`config.mk`:
```
export PLATFORM = sky130hd
export DESIGN_NAME = sumador_4bit
export DESIGN_NICKNAME = d
export VERILOG_FILES = /design/src/rtl/sumador_4bit_pkg.sv /design/src/rtl/sumador_1_bit.sv /design/src/rtl/sumador_4bit.sv
export SDC_FILE = /design/constraint.sdc
export NUM_CORES = 1
export LEC_CHECK = 0
export CORE_AREA = 2 2 39 41
export CTS_CLUSTER_SIZE = 30
export DETAILED_ROUTE_END_ITERATION = 10
export DIE_AREA = 0 0 41 43
export GPL_TIMING_DRIVEN = 0
export HOLD_SLACK_MARGIN = 0.12
export PLACE_DENSITY = 0.52
export SYNTH_ARGS = -nofsm -noshare
export SYNTH_HDL_FRONTEND = slang
export SYNTH_SLANG_ARGS = --single-unit
```
`constraint.sdc`:
```
create_clock -name clk -period 0.9 [get_ports clk]
set_input_delay 0.225 -clock clk [delete_from_list [all_inputs] [get_ports clk]]
set_output_delay 0.225 -clock clk [all_outputs]
set_load 0.02 [all_outputs]
```
`src/rtl/sumador_4bit_pkg.sv`:
```
// sumador_4bit_pkg: default operand width shared by the adder files
package sumador_4bit_pkg;
   localparam int SUM_WIDTH = 4;
endpackage

```
`src/rtl/sumador_1_bit.sv`:
```
// sumador_1_bit: single full adder cell of the ripple chain
module sumador_1_bit (
   input  logic a,
   input  logic b,
   input  logic ci,
   output logic s,
   output logic co
);
   logic p;
   assign p  = a ^ b;
   assign s  = p ^ ci;
   assign co = (a & b) | (ci & p);
endmodule

```
`src/rtl/sumador_4bit.sv`:
```
// sumador_4bit: ripple-carry adder with a single registered output stage
module sumador_4bit
   import sumador_4bit_pkg::*;
#(
   parameter int WIDTH = SUM_WIDTH
) (
   input  logic             clk,
   input  logic             rst_n,
   input  logic [WIDTH-1:0] A,
   input  logic [WIDTH-1:0] B,
   input  logic             CIN,
   output logic [WIDTH:0]   S,
   output logic             COUT,
   output logic             OVF
);
   logic [WIDTH:0]   c;
   logic [WIDTH-1:0] s;
   assign c[0] = CIN;
   genvar i;
   generate
      for (i = 0; i < WIDTH; i++) begin : g_fa
         sumador_1_bit u_fa (
            .a (A[i]),
            .b (B[i]),
            .ci(c[i]),
            .s (s[i]),
            .co(c[i+1])
         );
      end
   endgenerate
   // Register the full-width sum; overflow compares the carries into and out of the MSB
   always_ff @(posedge clk or negedge rst_n) begin
      if (!rst_n) begin
         S    <= '0;
         COUT <= 1'b0;
         OVF  <= 1'b0;
      end else begin
         S    <= {c[WIDTH], s};
         COUT <= c[WIDTH];
         OVF  <= c[WIDTH] ^ c[WIDTH-1];
      end
   end
endmodule

```
# == Word-level counts from Yosys, hierarchy flattened ==
# Cells that the tools add are included.
# word_totals
register_bits,7
inputBits,11
output_inout_bits,7
# classes
bitwise_logic,21
# ops
cell,n
XOR 1 bit,9
bitwise AND 1 bit,8
OR 1 bit,4

# == Longest topological paths before layout ==
# depth
word_depth,10
ltp_mapped,8

# == Modules after synthesis ==
# Synthesis repeated with hierarchy kept, for this count alone.
# hier_totals
hier_cells,12
area_unflattened_um2,246.5
# modules_own_cells
mod,n_inst,cells_each,area_each_um2
sumador_4bit,1,8,166.4
sumador_1_bit,4,1,20.0

# == Worst setup path after synthesis ==
# Ideal clock, no wire load.
# synth_path
path_type,in2reg
from,in A[0]
to,reg S[3]
arrival_ps,1782
required_ps,836
setup_slack_ps,-946
cell_stages,8
n_path_buf,0
path_cell_list,fa_1 > inv_1 > fa_1 > inv_1 > fa_1 > inv_1 > fa_1 > inv_1
# synth_via
elab_chain_len,8
word_cells_on_any_way,9
classes_between,bitwise (9)
# synth_lines
item,line_no,rtl
from (decl),sumador_4bit.sv:9,"input logic [WIDTH-1:0] A,"
XOR 1 bit,sumador_1_bit.sv:10,assign p = a ^ b;
bitwise AND 1 bit,sumador_1_bit.sv:12,assign co = (a & b) | (ci & p);
OR 1 bit (*),sumador_1_bit.sv:12,
bitwise AND 1 bit (*),sumador_1_bit.sv:12,
OR 1 bit (*),sumador_1_bit.sv:12,
bitwise AND 1 bit (*),sumador_1_bit.sv:12,
OR 1 bit (*),sumador_1_bit.sv:12,
XOR 1 bit (*),sumador_1_bit.sv:11,assign s = p ^ ci;
net g_fa[3].u_fa.s,sumador_1_bit.sv:6,"output logic s,"
to (signal assigned),sumador_4bit.sv:38,"S <= {c[WIDTH], s};"
to (decl),sumador_4bit.sv:12,"output logic [WIDTH:0] S,"
# The timed path passes the listed nets; every way through them passes the cells marked *.

# == Worst setup path after layout ==
# layout_path
from,in B[0]
to,reg S[3]
# layout_via
elab_chain_len,8
word_cells_on_any_way,9
classes_between,bitwise (9)
# layout_lines
item,line_no,rtl
from (decl),sumador_4bit.sv:10,"input logic [WIDTH-1:0] B,"
XOR 1 bit,sumador_1_bit.sv:10,
bitwise AND 1 bit,sumador_1_bit.sv:12,
OR 1 bit (*),sumador_1_bit.sv:12,
bitwise AND 1 bit (*),sumador_1_bit.sv:12,
OR 1 bit (*),sumador_1_bit.sv:12,
bitwise AND 1 bit (*),sumador_1_bit.sv:12,
OR 1 bit (*),sumador_1_bit.sv:12,
XOR 1 bit (*),sumador_1_bit.sv:11,
net g_fa[3].u_fa.s,sumador_1_bit.sv:6,
# Marks and branches as above.

==> metrics <==
status finished with violations; violated checks negative setup slack; Root Driver clkbuf_4; DRT Pass-1 Iters 1; Final nets 60; Final Cell Area around 520 um2; internal power component roughly 640 uW; Critical Path AT approximately 1.9 ns; min-delay worst type input pin to async pin; metal3 WL ~58 um; switching pwr between 200 and 300 uW; DRC Markers 0; Tightest Pin Transition ~0.24 ns; Design Power 898 uW; Pwr Density roughly 1700 nW/um2; FILL cells 129; most used cell, CP fa_2; Mapped Nets 37; synth top area cells dfrtp_1, fa_1, inv_1; Sequential Power Share 0.377; Max Cap Violations 0; gate count after technology mapping 22; Final period util 1.87; syn_area_per_cell roughly 13 um2; # setup viols final 12; I/O Buffers 17; Yosys cell types 5; metal2 WL between 200 and 300 um; CTS Buf Count 3; critical path capture point type flop; flops & latches, synth 6; uppermost routed layer met4; CP Class input pin to flop; WHS ~0.21 ns; Worst slew margin 0.839; Final Hold Fails 0; Total Wirelength around 470 um; DIE AREA 1760 um2; Starting Density 0.205; vias in the first global route 212; top cell type's share of synthesized area 0.529; warnings from Yosys 0; critical path peak fanout 2; hpwl dp ~440 um; Seq/Total Area, Yosys 0.529; wire per inst approximately 8 um; io pins 18; Final ANT Viol Nets 0; top cell type by total area after synthesis dfrtp_1; pin count of the biggest net entering global routing 7; first-pass GRT wire length 793 um; Met1 Wirelength about 140 um; Worst setup SP type input pin; worst vdd ir between 0.3 and 0.4 mV; synthesized area about 280 um2; Area Growth Syn to Fin 83.7%; combinational share of power 0.353; fmax about 0.60 GHz; via count about 210; core region area roughly 1400 um2; Antenna Diode Count 0; TritonCTS clock tree built; maximum buffer depth of the clock tree 2; routability cong. around 0.56; antenna violations before repair 0; Die Y 43 um; fin. max-slew vios 0; DR vias/cell between 3 and 4; layout cells sized above 1 0.581; Worst Setup Slack, final -0.779 ns; WP data required around 1.1 ns; CP max stage delay around 0.42 ns; gr usage total 0.0722; Post-DP Area 484 um2; hold buffer count at cts 0; H-tree levels 1; clock transition at the registers of the reported paths around 0.04 ns; Critical Path Slowest Stage Cell fa_2; DP Worst Slack -1.42 ns; RSZ-0062 raised after global routing yes; Pleak approximately 0.26 nW; worst-path cell chain buf_6, fa_2, inv_2, fa_2, inv_2, fa_2, inv_2, fa_2, inv_1; Cell Count, Final, Fillers Out ~60; switching portion of total power 0.283; fin crit period between 1.5 and 2 ns; Die Width slightly above 40 um; clk sink count 6; Detailed Route Iter0 Violations 0; row count 14; Clk network pwr share 0.270; Inst Count DP 55; GRT overflow 0
## cells in the final DEF (no fill, tap or decap)
cell	count
buf_6	10
fa_2	4
clkbuf_4	3
xnor2_1	1
buf_4	1
clkdlybuf4s50_1	5
buf_2	1
dfrtp_1	6
inv_2	6
inv_1	4
dlygate4sd2_1	2
## worst max path at each step
| stage | slack (ns) | end | depth (start not counted) | startpoint |
|---|---|---|---|---|
| after global placement | -1.37 | S[3]$_DFF_PN0_ | 9 | A[0] |
| final | -0.78 | S[3]$_DFF_PN0_ | 9 | B[0] |
| after detailed placement | -1.42 | S[3]$_DFF_PN0_ | 9 | A[0] |
| after floorplan | -0.88 | S[3]$_DFF_PN0_ | 8 | A[0] |
| after CTS | -0.84 | S[3]$_DFF_PN0_ | 9 | A[0] |
| after global routing | -0.82 | S[3]$_DFF_PN0_ | 9 | B[0] |
## timing repair
item                       CTS  global route
pin swaps                    5             4
buffers inserted             1             0
setup endpoints to repair   13            12
gates resized for setup     59             3
## cell families (layout without fill, tap and decap cells)
logic type | count (synthesis) | in the layout | share of synthesized area
buffers and inverters | 11 | 32 | 0.159
flip-flops | 6 | 6 | 0.529
adder cells (fa/ha/maj) | 4 | 4 | 0.282
XOR/XNOR | 1 | 1 | 0.0308
## per-stage QoR
| step | utilization | setup TNS (ns) |
|---|---|---|
| floorplan | - | -3.10 |
| global placement | 0.350 | -7.65 |
| detailed placement | 0.350 | -7.86 |
| CTS | 0.373 | -3.40 |
| global route | 0.377 | -3.53 |
| finish | 0.377 | -3.15 |
## cell usage after synthesis
cell type  instances
inv_1             10
dfrtp_1            6
fa_1               4
buf_4              1
xnor2_1            1
## area by class of cell
type / instances / area (um2) / share of cell area
well taps: 16 / 20.0 / 0.0384
flip-flops and latches: 6 / 150 / 0.288
repair buffers: 18 / 181 / 0.348
clock buffers: 3 / 22.5 / 0.0432
plain buffers: 1 / 11.3 / 0.0216
inverters: 10 / 37.5 / 0.0719
multi-input cells: 5 / 98.8 / 0.189
## power by group through the flow
stage | clock [mW] | combinational (mW) | sequential (mW)
floorplan | 0 | 0.0711 | 0.393
global placement | 0 | 0.292 | 0.330
detailed placement | 0 | 0.303 | 0.332
CTS | 0.249 | 0.317 | 0.339
global route | 0.280 | 0.346 | 0.340
finish | 0.243 | 0.317 | 0.338
## per-layer routing
metal / global-route usage / vias up
met5: 0 / -
met4: 0.0800 / 0
met3: 0.0157 / 2
met2: 0.116 / 17
met1: 0.0638 / 92
li1: - / 97
## registers in the layout, indices dropped and copies added (netlist names)
name,count
OVF,1
S,4
COUT,1
## critical path, delay by kind of cell
family     cells  cell delay [ns]
buf+inv        5             0.32
fa+ha+maj      4             1.32
No activity file was read; power rests on OpenSTA's default activity.
